[src/rtl/fifo_drain_ser_pkg.sv]
// fifo_drain_ser_pkg: shared types and defaults for the FIFO drain serializer.
package fifo_drain_ser_pkg;

  localparam int unsigned WIDTH_DEFAULT = 16;
  localparam int unsigned DIV_DEFAULT   = 4;
  localparam int unsigned WORD_CNT_W    = 16;

  typedef enum logic [1:0] {
    IDLE,
    LOAD,
    SHIFT,
    PARITY
  } state_t;

  // Counter width able to hold n-1, never narrower than one bit.
  function automatic int unsigned cnt_width(input int unsigned n);
    return (n > 1) ? $clog2(n) : 1;
  endfunction

endpackage

[src/rtl/fifo_drain_ser_bit_timer.sv]
// ser_bit_timer: per-bit period timer for fifo_drain_ser.
// Holds the div_cnt down-counter; flags the first and last cycle of each bit period.
module ser_bit_timer
  import fifo_drain_ser_pkg::*;
#(
  parameter int unsigned DIV = DIV_DEFAULT
) (
  input  logic clk,
  input  logic rst,
  input  logic load,
  input  logic run,
  output logic bit_stb,
  output logic period_end
);

  localparam int unsigned     DW     = cnt_width(DIV);
  localparam logic [DW-1:0]   RELOAD = DW'(DIV - 1);

  logic [DW-1:0] div_cnt;

  // Preset on load, then count down through each bit period and reload at zero.
  always_ff @(posedge clk or negedge rst) begin
    if (!rst) begin
      div_cnt <= '0;
    end else if (load) begin
      div_cnt <= RELOAD;
    end else if (run) begin
      if (div_cnt == '0) div_cnt <= RELOAD;
      else               div_cnt <= div_cnt - DW'(1);
    end
  end

  assign bit_stb    = run && (div_cnt == RELOAD);
  assign period_end = run && (div_cnt == '0);

endmodule

[src/rtl/fifo_drain_ser.sv]
// fifo_drain_ser: pops words from the synchronous FIFO and shifts them out
// MSB-first on ser_out, framed by ser_frame, each bit held DIV cycles.
// Optional macro FIFO_DRAIN_SER_PARITY_EN appends one even-parity bit period.
module fifo_drain_ser
  import fifo_drain_ser_pkg::*;
#(
  parameter int unsigned WIDTH = WIDTH_DEFAULT,
  parameter int unsigned DIV   = DIV_DEFAULT
) (
  input  logic                  clk,
  input  logic                  rst,
  input  logic                  enable,
  input  logic                  fifo_empty,
  output logic                  fifo_pop,
  input  logic [WIDTH-1:0]      fifo_data,
  output logic                  ser_out,
  output logic                  ser_frame,
  output logic                  ser_bit_stb,
  output logic                  busy,
  output logic [WORD_CNT_W-1:0] word_cnt
);

  localparam int unsigned BW = cnt_width(WIDTH);

  state_t           state;
  logic [WIDTH-1:0] shreg;
  logic [BW-1:0]    bit_cnt;
  logic             timer_load;
  logic             timer_run;
  logic             period_end;
`ifdef FIFO_DRAIN_SER_PARITY_EN
  logic             par;
`endif

  assign fifo_pop   = (state == IDLE) && enable && !fifo_empty;
  assign timer_load = (state == LOAD);
`ifdef FIFO_DRAIN_SER_PARITY_EN
  assign timer_run  = (state == SHIFT) || (state == PARITY);
`else
  assign timer_run  = (state == SHIFT);
`endif

  ser_bit_timer #(
    .DIV (DIV)
  ) u_bit_timer (
    .clk        (clk),
    .rst        (rst),
    .load       (timer_load),
    .run        (timer_run),
    .bit_stb    (ser_bit_stb),
    .period_end (period_end)
  );

  // Word sequencing: pop, capture, shift out bit by bit, count completed words.
  always_ff @(posedge clk or negedge rst) begin
    if (!rst) begin
      state    <= IDLE;
      shreg    <= '0;
      bit_cnt  <= '0;
      word_cnt <= '0;
`ifdef FIFO_DRAIN_SER_PARITY_EN
      par      <= 1'b0;
`endif
    end else begin
      case (state)
        IDLE: begin
          if (enable && !fifo_empty) state <= LOAD;
        end
        LOAD: begin
          shreg   <= fifo_data;
          bit_cnt <= BW'(WIDTH - 1);
`ifdef FIFO_DRAIN_SER_PARITY_EN
          par     <= ^fifo_data;
`endif
          state   <= SHIFT;
        end
        SHIFT: begin
          if (period_end) begin
            if (bit_cnt == '0) begin
`ifdef FIFO_DRAIN_SER_PARITY_EN
              state    <= PARITY;
`else
              state    <= IDLE;
              word_cnt <= word_cnt + WORD_CNT_W'(1);
`endif
            end else begin
              shreg   <= {shreg[WIDTH-2:0], 1'b0};
              bit_cnt <= bit_cnt - BW'(1);
            end
          end
        end
`ifdef FIFO_DRAIN_SER_PARITY_EN
        PARITY: begin
          if (period_end) begin
            state    <= IDLE;
            word_cnt <= word_cnt + WORD_CNT_W'(1);
          end
        end
`endif
        default: state <= IDLE;
      endcase
    end
  end

  // Serial line decode from the registered state; quiet outside a frame.
  always_comb begin
    ser_out = 1'b0;
    case (state)
      SHIFT:   ser_out = shreg[WIDTH-1];
`ifdef FIFO_DRAIN_SER_PARITY_EN
      PARITY:  ser_out = par;
`endif
      default: ser_out = 1'b0;
    endcase
  end

  assign ser_frame = timer_run;
  assign busy      = (state != IDLE);

endmodule

[config.mk]
export PLATFORM = sky130hd
export DESIGN_NAME = fifo_drain_ser
export DESIGN_NICKNAME = d
export VERILOG_FILES = /design/src/rtl/fifo_drain_ser_pkg.sv /design/src/rtl/fifo_drain_ser_bit_timer.sv /design/src/rtl/fifo_drain_ser.sv
export SDC_FILE = /design/constraint.sdc
export NUM_CORES = 1
export LEC_CHECK = 0
export BUFFER_PORTS_ARGS = -buffer_cell sky130_fd_sc_hd__buf_2
export CAP_MARGIN = 0
export CORE_ASPECT_RATIO = 1.2
export CORE_MARGIN = 10
export CORE_UTILIZATION = 54
export CTS_CLUSTER_DIAMETER = 200
export DETAILED_ROUTE_END_ITERATION = 10
export PLACE_DENSITY_LB_ADDON = 0.3
export SETUP_SLACK_MARGIN = 0.3
export SLEW_MARGIN = 20
export SYNTH_ARGS = -nofsm -noshare
export SYNTH_HDL_FRONTEND = slang
export SYNTH_SLANG_ARGS = --single-unit
[constraint.sdc]
create_clock -name clk -period 2.21 [get_ports clk]
set_clock_uncertainty 0.15 [all_clocks]
set_input_delay 0.1105 -clock clk [delete_from_list [all_inputs] [get_ports clk]]
set_output_delay 0.1105 -clock clk [all_outputs]
set_load 0.02 [all_outputs]
==> impl_metrics.tcl <==
set metrics [dict create \
    p_int_uw 1810 \
    swShare_pct 37.4 \
    fin_crit_sh_pct 86.6 \
    drive_gt1_share_pct 27.0 \
    yosys-mux-area-fraction_pct 8.19 \
    tightest_slew_ns 0.572 \
    synth-xor-area-share_pct 6.66 \
    synth_fa_ha_area_share_pct 5.71 \
    syn_avg_cell_area_um2 10.4 \
    final_area_um2 2610 \
    grt_pass1_wl_um 7130 \
    io_pins 41 \
    worstReg2RegStart "bit_cnt[0]$_DFFE_PN0P_" \
    portBuffers 40 \
    outcome "completed" \
    pwr_density_cell_nw_per_um2 1110 \
    start_kind "flip-flop" \
    syn-num-nets 219 \
    drt-total-wl_um 4400 \
    r2r_slack_ns 0.30 \
    dp_hpwl_um 2940 \
    wl_per_cell_um 14.8 \
    worstPathArrival_ns 1.99 \
    ys_warn_count 0 \
    yosys.area_share.simple_pct 17.4 \
    numCtsBuffers 5 \
    pwr-share-clk_pct 16.5 \
    clockBufferDepth 2 \
    max_cap_viol_count 0 \
    synth_area_um2 1970 \
    insertion_delay_ns 0.29 \
    synth_top_family_by_area "simple AND/OR/NAND/NOR gates" \
    fin_nets 287 \
    p_leak_uw 0.00130 \
    utilization_pct 73.0 \
    drc 0 \
    rr_worst_depth 7 \
    clkTransAtPathRegs_ns 0.08 \
    final_cell_mix "40 x dfrtp_1, 40 x buf_2, 23 x nand2_1" \
    gp_congestion 0.799 \
    htreeDepth 2 \
    setup-tns-final_ns 0 \
    drt-initial-drc-count 122 \
    crit_type "flip-flop to flip-flop" \
    rsz0062_at_grt "yes" \
    grt_remaining_overflow 0 \
    synth_compound_area_share_pct 7.11 \
    relSlewSlack_pct 61.8 \
    comb_power_share_pct 46.9 \
    seq_area_frac_synth_pct 50.8 \
    hold_viol_final 0 \
    post-place-ws_ns 0.260 \
    synth-async-reset-ratio_pct 100 \
    coreArea_um2 3570 \
    detail-route-antenna-nets 0 \
    reg2reg_to "bit_cnt[3]$_DFFE_PN0P_" \
    timing.final.ws_setup_ns 0.297 \
    fin_hold_ws_ns 0.193 \
    clock-sinks 40 \
    layout_min_cycle_time_ns 1.91 \
    antenna_found_initial 0 \
    start_util_pct 55.2 \
    finalMaxSlewViolations 0 \
    firstDrtPassIters 4 \
    syn_inst 190 \
    vias 1585 \
    p_seq_share_pct 36.7 \
    synth_edf_count 0 \
    die_h_um 86.2 \
    die_area_um2 6480 \
    finalSetupViolations 0 \
    peakVddDrop_v 0.000723 \
    track_usage_pct 13.7 \
    rows 24 \
    cp.required_ns 2.29 \
    power.switching_uw 1080 \
    min_path_type "input pin to asynchronous set/reset pin" \
    cts_tree "built" \
    n_antenna_cell 0 \
    grt_pass1_vias 1542 \
    cp-end-kind "flip-flop" \
    syn2layout_area_growth_pct 32.3 \
    ys_ff_latch 40 \
    max_clock_freq_mhz 523 \
    die_x_um 75.2 \
    routed_via_density 5.32 \
    synth_top_flop_cell "dfrtp_1" \
    crit_fanout 10 \
    grt_max_degree 39 \
    synthDistinctLibCells 31 \
    placed_area_um2 2260 \
    clockRootBuffer "clkbuf_8" \
]
## power by group through the flow
stage	clock network, uW	registers (uW)	logic, uW
after floorplan	0	1040	840
after global placement	0	1060	1050
after detailed placement	0	1060	1090
after CTS	488	1050	1130
after global routing	529	1080	1540
final	477	1060	1360
## worst max-delay path, cell delays in order (launching register included)
cell and delay [ns]:
dfrtp_1 0.38, inv_1 0.07, ha_2 0.21, nor4bb_4 0.17, or3b_4 0.46, buf_12 0.16
nor2b_2 0.14, a21oi_1 0.10
## Yosys cell counts, types with 2 or more instances
library cell	n	area, um2
dfrtp_1	40	1000
nand2_1	23	86.3
o21ai_1	16	80.1
mux2i_1	15	150
inv_1	11	41.3
xnor2_1	10	87.6
ha_1	9	113
nor2_1	8	30.0
nand3_1	7	35.0
o21ai_0	6	30.0
nand4_1	5	31.3
nor3_1	5	25.0
xor2_1	5	43.8
a21oi_1	3	15.0
and2_1	3	18.8
and3_1	3	18.8
buf_2	3	15.0
a22oi_1	2	15.0
nand2b_1	2	12.5
nand4b_1	2	17.5
nor2b_1	2	12.5
## layer usage
layer	vias to the layer above	part of all wire (%)	GRT usage (%)
li1	786	-	-
met1	753	41	16.3
met2	44	50	22.7
met3	2	8.4	4.46
met4	0	0.48	4.06
met5	-	0	0
## logic make-up after synthesis
group / after synthesis
multiplexers: 16
AND/OR/NAND/NOR: 65
AO/OA/AOI/OAI: 27
flip-flops: 40
adder cells (fa/ha/maj): 9
XOR/XNOR: 15
buffers and inverters: 18
## how the worst max path moves through the flow
stage | start | to | slack (ns) | cells past startpoint
2_1_floorplan | state[0]$_DFFE_PN0P_ | shreg[10]$_DFFE_PN0P_ | 0.31 | 8
5_1_grt | bit_cnt[1]$_DFFE_PN0P_ | word_cnt[8]$_DFFE_PN0P_ | 0.21 | 7
3_5_place_dp | state[0]$_DFFE_PN0P_ | bit_cnt[3]$_DFFE_PN0P_ | 0.26 | 7
6_report | bit_cnt[0]$_DFFE_PN0P_ | bit_cnt[3]$_DFFE_PN0P_ | 0.30 | 7
3_3_place_gp | state[0]$_DFFE_PN0P_ | bit_cnt[3]$_DFFE_PN0P_ | 0.30 | 7
4_1_cts | bit_cnt[0]$_DFFE_PN0P_ | bit_cnt[3]$_DFFE_PN0P_ | 0.30 | 7
## layout make-up
class	count	area, um2
Fill cell	246	965
Inverter	11	41.3
Timing Repair Buffer	68	500
Tap cell	39	48.8
Clock inverter	3	18.8
Clock buffer	5	68.8
Sequential cell	40	1000
Multi-Input combinational cell	132	930
## registers in the layout (all words and copies together), names as in the netlist
| signal | flops |
|---|---|
| state | 2 |
| word_cnt | 16 |
| shreg | 16 |
| u_bit_timer.div_cnt | 2 |
| bit_cnt | 4 |
## stage by stage
step,power [uW],cells
after global placement,2110,269
after CTS,2670,295
final,2900,298
after global routing,3150,298
after floorplan,1880,190
after detailed placement,2160,269
## timing repair
action / CTS / global route
pin swaps: 1 / 2
setup buffers: 1 / 1
endpoints found under the setup margin: 8 / 28
hold buffers: 17 / 0
hold endpoints to repair: 40 / 0
gates cloned: 0 / 2
resized for setup: 1 / 8
Power figures use the tool's default switching activity.
